`config.mk`:
```
export PLATFORM = sky130hd
export DESIGN_NAME = tx_arb_ctrl_module
export DESIGN_NICKNAME = d
export VERILOG_FILES = /design/src/rtl/tx_arb_ctrl_module.sv
export SDC_FILE = /design/constraint.sdc
export NUM_CORES = 1
export LEC_CHECK = 0
export CAP_MARGIN = 20
export CORE_UTILIZATION = 48
export DETAILED_ROUTE_END_ITERATION = 10
export PLACE_DENSITY_LB_ADDON = 0.3
export SLEW_MARGIN = 20
export SYNTH_ARGS = -nofsm -noshare
export SYNTH_HDL_FRONTEND = slang
export SYNTH_SLANG_ARGS = --single-unit
```
`constraint.sdc`:
```
create_clock -name clk -period 1.95 [get_ports clk]
set_clock_uncertainty 0.15 [all_clocks]
set_input_delay 0.39 -clock clk [delete_from_list [all_inputs] [get_ports clk]]
set_output_delay 0.39 -clock clk [all_outputs]
set_load 0.05 [all_outputs]
```
`src/rtl/tx_arb_ctrl_module.sv`:
```
// UART transmit frame sequencer with a two-requester round-robin arbiter.
// Grants one producer, latches its byte and shifts a full frame onto txd.
module tx_arb_ctrl_module #(
  parameter int PARITY_EN  = 0,
  parameter int PARITY_ODD = 0,
  parameter int STOP_BITS  = 1
) (
  input  logic       clk,
  input  logic       rst,
  input  logic       req0,
  input  logic       req1,
  input  logic [7:0] data0,
  input  logic [7:0] data1,
  output logic       ack0,
  output logic       ack1,
  input  logic       tx_bps_clk,
  output logic       tx_count_sig,
  output logic       txd,
  output logic       busy,
  output logic       grant_id,
  output logic       done
);

  localparam logic [2:0] S_IDLE = 3'd0;
  localparam logic [2:0] S_WAIT = 3'd1;
  localparam logic [2:0] S_DATA = 3'd2;
  localparam logic [2:0] S_PAR  = 3'd3;
  localparam logic [2:0] S_STOP = 3'd4;

  localparam logic LAST_STOP = (STOP_BITS == 2);
  localparam logic PAR_INV   = (PARITY_ODD != 0);
  localparam logic PAR_ON    = (PARITY_EN != 0);

  logic [2:0] state_q, state_d;
  logic [7:0] shreg_q, shreg_d;
  logic [3:0] bit_cnt_q, bit_cnt_d;
  logic       stop_cnt_q, stop_cnt_d;
  logic       last_q, last_d;
  logic       gid_q, gid_d;
  logic       busy_q, busy_d;
  logic       cnt_q, cnt_d;
  logic       txd_q, txd_d;
  logic       done_q, done_d;
  logic       ack0_q, ack0_d;
  logic       ack1_q, ack1_d;
  logic       gnt0, gnt1;

  // On a tie the requester that did not win last time goes first.
  assign gnt0 = req0 & (~req1 | last_q);
  assign gnt1 = req1 & (~req0 | ~last_q);

  always_comb begin
    state_d    = state_q;
    shreg_d    = shreg_q;
    bit_cnt_d  = bit_cnt_q;
    stop_cnt_d = stop_cnt_q;
    last_d     = last_q;
    gid_d      = gid_q;
    busy_d     = busy_q;
    cnt_d      = cnt_q;
    txd_d      = txd_q;
    done_d     = 1'b0;
    ack0_d     = 1'b0;
    ack1_d     = 1'b0;
    unique case (state_q)
      S_IDLE: begin
        if (gnt0 | gnt1) begin
          shreg_d = gnt1 ? data1 : data0;
          ack0_d  = gnt0;
          ack1_d  = gnt1;
          gid_d   = gnt1;
          last_d  = gnt1;
          busy_d  = 1'b1;
          cnt_d   = 1'b1;
          txd_d   = 1'b1;
          state_d = S_WAIT;
        end
      end
      S_WAIT: begin
        if (tx_bps_clk) begin
          txd_d     = 1'b0;
          bit_cnt_d = 4'd0;
          state_d   = S_DATA;
        end
      end
      S_DATA: begin
        if (tx_bps_clk) begin
          if (bit_cnt_q == 4'd8) begin
            if (PAR_ON) begin
              txd_d   = ^shreg_q ^ PAR_INV;
              state_d = S_PAR;
            end else begin
              txd_d      = 1'b1;
              stop_cnt_d = 1'b0;
              state_d    = S_STOP;
            end
          end else begin
            txd_d     = shreg_q[bit_cnt_q[2:0]];
            bit_cnt_d = bit_cnt_q + 4'd1;
          end
        end
      end
      S_PAR: begin
        if (tx_bps_clk) begin
          txd_d      = 1'b1;
          stop_cnt_d = 1'b0;
          state_d    = S_STOP;
        end
      end
      S_STOP: begin
        if (tx_bps_clk) begin
          if (stop_cnt_q == LAST_STOP) begin
            done_d  = 1'b1;
            busy_d  = 1'b0;
            cnt_d   = 1'b0;
            state_d = S_IDLE;
          end else begin
            stop_cnt_d = stop_cnt_q + 1'b1;
          end
        end
      end
      default: begin
        state_d = S_IDLE;
        busy_d  = 1'b0;
        cnt_d   = 1'b0;
        txd_d   = 1'b1;
      end
    endcase
  end

  always_ff @(posedge clk) begin
    if (rst) begin
      state_q    <= S_IDLE;
      shreg_q    <= 8'd0;
      bit_cnt_q  <= 4'd0;
      stop_cnt_q <= 1'b0;
      last_q     <= 1'b1;
      gid_q      <= 1'b0;
      busy_q     <= 1'b0;
      cnt_q      <= 1'b0;
      txd_q      <= 1'b1;
      done_q     <= 1'b0;
      ack0_q     <= 1'b0;
      ack1_q     <= 1'b0;
    end else begin
      state_q    <= state_d;
      shreg_q    <= shreg_d;
      bit_cnt_q  <= bit_cnt_d;
      stop_cnt_q <= stop_cnt_d;
      last_q     <= last_d;
      gid_q      <= gid_d;
      busy_q     <= busy_d;
      cnt_q      <= cnt_d;
      txd_q      <= txd_d;
      done_q     <= done_d;
      ack0_q     <= ack0_d;
      ack1_q     <= ack1_d;
    end
  end

  assign ack0         = ack0_q;
  assign ack1         = ack1_q;
  assign tx_count_sig = cnt_q;
  assign txd          = txd_q;
  assign busy         = busy_q;
  assign grant_id     = gid_q;
  assign done         = done_q;

endmodule

```
==> metrics <==
Distinct cells, synth 39; Final #Nets 176; DP Wirelength 1.75 mm; WS Path Type reg -> reg; synth top area cells dfxtp_1 (38%), mux2i_1 (7.7%), a211oi_1 (5.8%), mux4_2 (3.8%), nor2_1 (3.8%); GRT busiest layer met2; Critical R2R Capture bit_cnt_q[3]$_SDFFE_PP0P_; wire per inst 12.7 um; synthesized area 1170 um2; GRT met1 Usage 0.244; row cnt 17; Die H 51.4 um; post-synthesis async set-or-reset flop share 0; die area 2640 um2; fmax 589 MHz; Synth Net Count 146; prevailing post-synth register cell dfxtp_1; Post-Synthesis Cells 123; H-tree depth 1; final setup violation count 0; Starting Density 0.520; R2R Setup Slk 250 ps; CP Capture Type flop; Hold EP grant_id$_SDFFE_PP0P_; Diodes inserted 0; Via-to-Cell Ratio 5.50; DRC viols 0; clock sinks 22; Placer Congestion 0.806; worst hold margin 361 ps; most common cell after layout, fill and taps aside dfxtp_1; Slew @ Worst Pin 371 ps; die width 51.4 um; min-delay worst type reg -> reg; maxcap violations 0; unrepaired setup endpoints after global routing false; Post-synth EDFFs 0; Clock Latency Late Sink 310 ps; port bufs 27; sequential fraction of the synthesis area 0.376; R2R cell count 6; CP required 2040 ps; Max Slew Vio Count 0; CTS tree yes; Min-Delay Path Depth 2; CTS Hold Bufs 0; syn avg cell area 9.53 um2; YS warnings 0; WL final 2.28 mm; I/O pin cnt 28; vias in the first global route 904; vias 990; slew margin rel. 0.750; Setup Fix Bufs, Post-CTS 0; status finished clean; share of Yosys cell area claimed by the top area cell type 0.376; min cycle time layout 1700 ps; TritonCTS Buffers 3; ANT nets after route 0; register bit total from synthesis 22; startpoint types flop; core footprint 2250 um2; fraction of layout cells with a size suffix above 1 0.178; Reg-to-Reg Start bit_cnt_q[0]$_SDFFE_PP0P_; Power Dens Cells 859 nW/um2; Leakage 0.567 nW; antenna violations before repair 0; global-route wire length before repair 3.83 mm; PnR Total Power 0.00127 W; Iter 0 DRT Violations 17; GR Util met3 0.0298; commonest non-fill, non-tap cells in the layout dfxtp_1 (22), clkdlybuf4s50_1 (20), buf_4 (14); Root Buffer clkbuf_4; GR Util met2 0.333; Setup WS post-layout 252 ps; GRT Util Overall 0.192; Fin Setup TNS 0 ps; area grow syn2layout 26.4%; pre-CTS setup slack -18.3 ps; crit path DAT 1790 ps; Peak supply drop 616 uV; hold path start grant_id$_SDFFE_PP0P_; CTS resizes 0; final hold violation count 0; DRT Pass-1 Iters 5; crit-path max FO 8; Final Cycle Share 0.871; post-synth top area cell dfxtp_1; number of buffers on the longest clock path 2; GR Overflow Total 0; largest net degree at the start of global routing 18; clock slew at reported path FFs 130 ps
per-stage QoR:
| step | instances | area (um2) | util |
|---|---|---|---|
| after floorplan | 123 | 1170 | - |
| after global placement | 176 | 1430 | 0.634 |
| after detailed placement | 176 | 1430 | 0.634 |
| after CTS | 180 | 1480 | 0.657 |
| after global routing | 180 | 1480 | 0.657 |
| final | 180 | 1480 | 0.657 |
critical path, cell delays in order, from the launching register on:
cell and delay [ps]:
dfxtp_1 430, inv_1 90, ha_1 200, nand3b_1 120
a21oi_2 120, or3_1 370, a21oi_1 160
kinds of logic (layout without fill, tap and decap cells):
kind of cell,Yosys count,in the layout,synth area share
AND/OR/NAND/NOR,44,44,0.229
flip-flops,22,22,0.376
AO/OA/AOI/OAI,32,32,0.177
buffers and inverters,12,41,0.0811
adder cells (fa/ha/maj),2,2,0.0213
multiplexers,11,11,0.115
synthesized netlist by cell type, drive strengths merged, types with 3 or more instances:
master,count
nor2,14
a31oi,3
o21ai,7
mux2i,9
a211oi,10
buf,7
dfxtp,22
nand2,6
or3,4
a21oi,8
nor3,4
inv,3
worst max-delay path by stage:
stage,startpoint,end,slack [ps],cells after the start
3_5_place_dp,tx_bps_clk,bit_cnt_q[3]$_SDFFE_PP0P_,-20,5
6_report,bit_cnt_q[0]$_SDFFE_PP0P_,bit_cnt_q[3]$_SDFFE_PP0P_,250,6
4_1_cts,bit_cnt_q[0]$_SDFFE_PP0P_,bit_cnt_q[3]$_SDFFE_PP0P_,250,6
3_3_place_gp,tx_bps_clk,txd$_SDFFE_PP1P_,40,5
2_1_floorplan,txd$_SDFFE_PP1P_,txd$_SDFFE_PP1P_,380,4
5_1_grt,bit_cnt_q[0]$_SDFFE_PP0P_,bit_cnt_q[3]$_SDFFE_PP0P_,90,6
flip-flops by register name, indices dropped and copies added, names as in the netlist:
register / cells
grant_id: 1
ack1: 1
state_q: 3
bit_cnt_q: 4
shreg_q: 8
txd: 1
done: 1
ack0: 1
last_q: 1
tx_count_sig: 1
cell type report:
| class | count | area [um2] |
|---|---|---|
| sequential | 22 | 440 |
| tap | 28 | 35.0 |
| clock buffer | 3 | 22.5 |
| timing repair buffer | 34 | 305 |
| multi-input combinational | 89 | 637 |
| inverter | 3 | 11.3 |
| fill | 181 | 773 |
| clock inverter | 1 | 30.0 |
metal layers:
metal,vias to the layer above,routed length (um)
li1,511,-
met1,450,1080
met2,27,1070
met3,2,110
met4,0,12
met5,-,0
power breakdown:
part	total [W]	switching, W	internal [W]
logic	0.000364	0.000196	0.000168
registers	0.000555	0.0000504	0.000505
clock network	0.000353	0.000146	0.000208
Note: power is estimated with default switching activity, not from simulation.
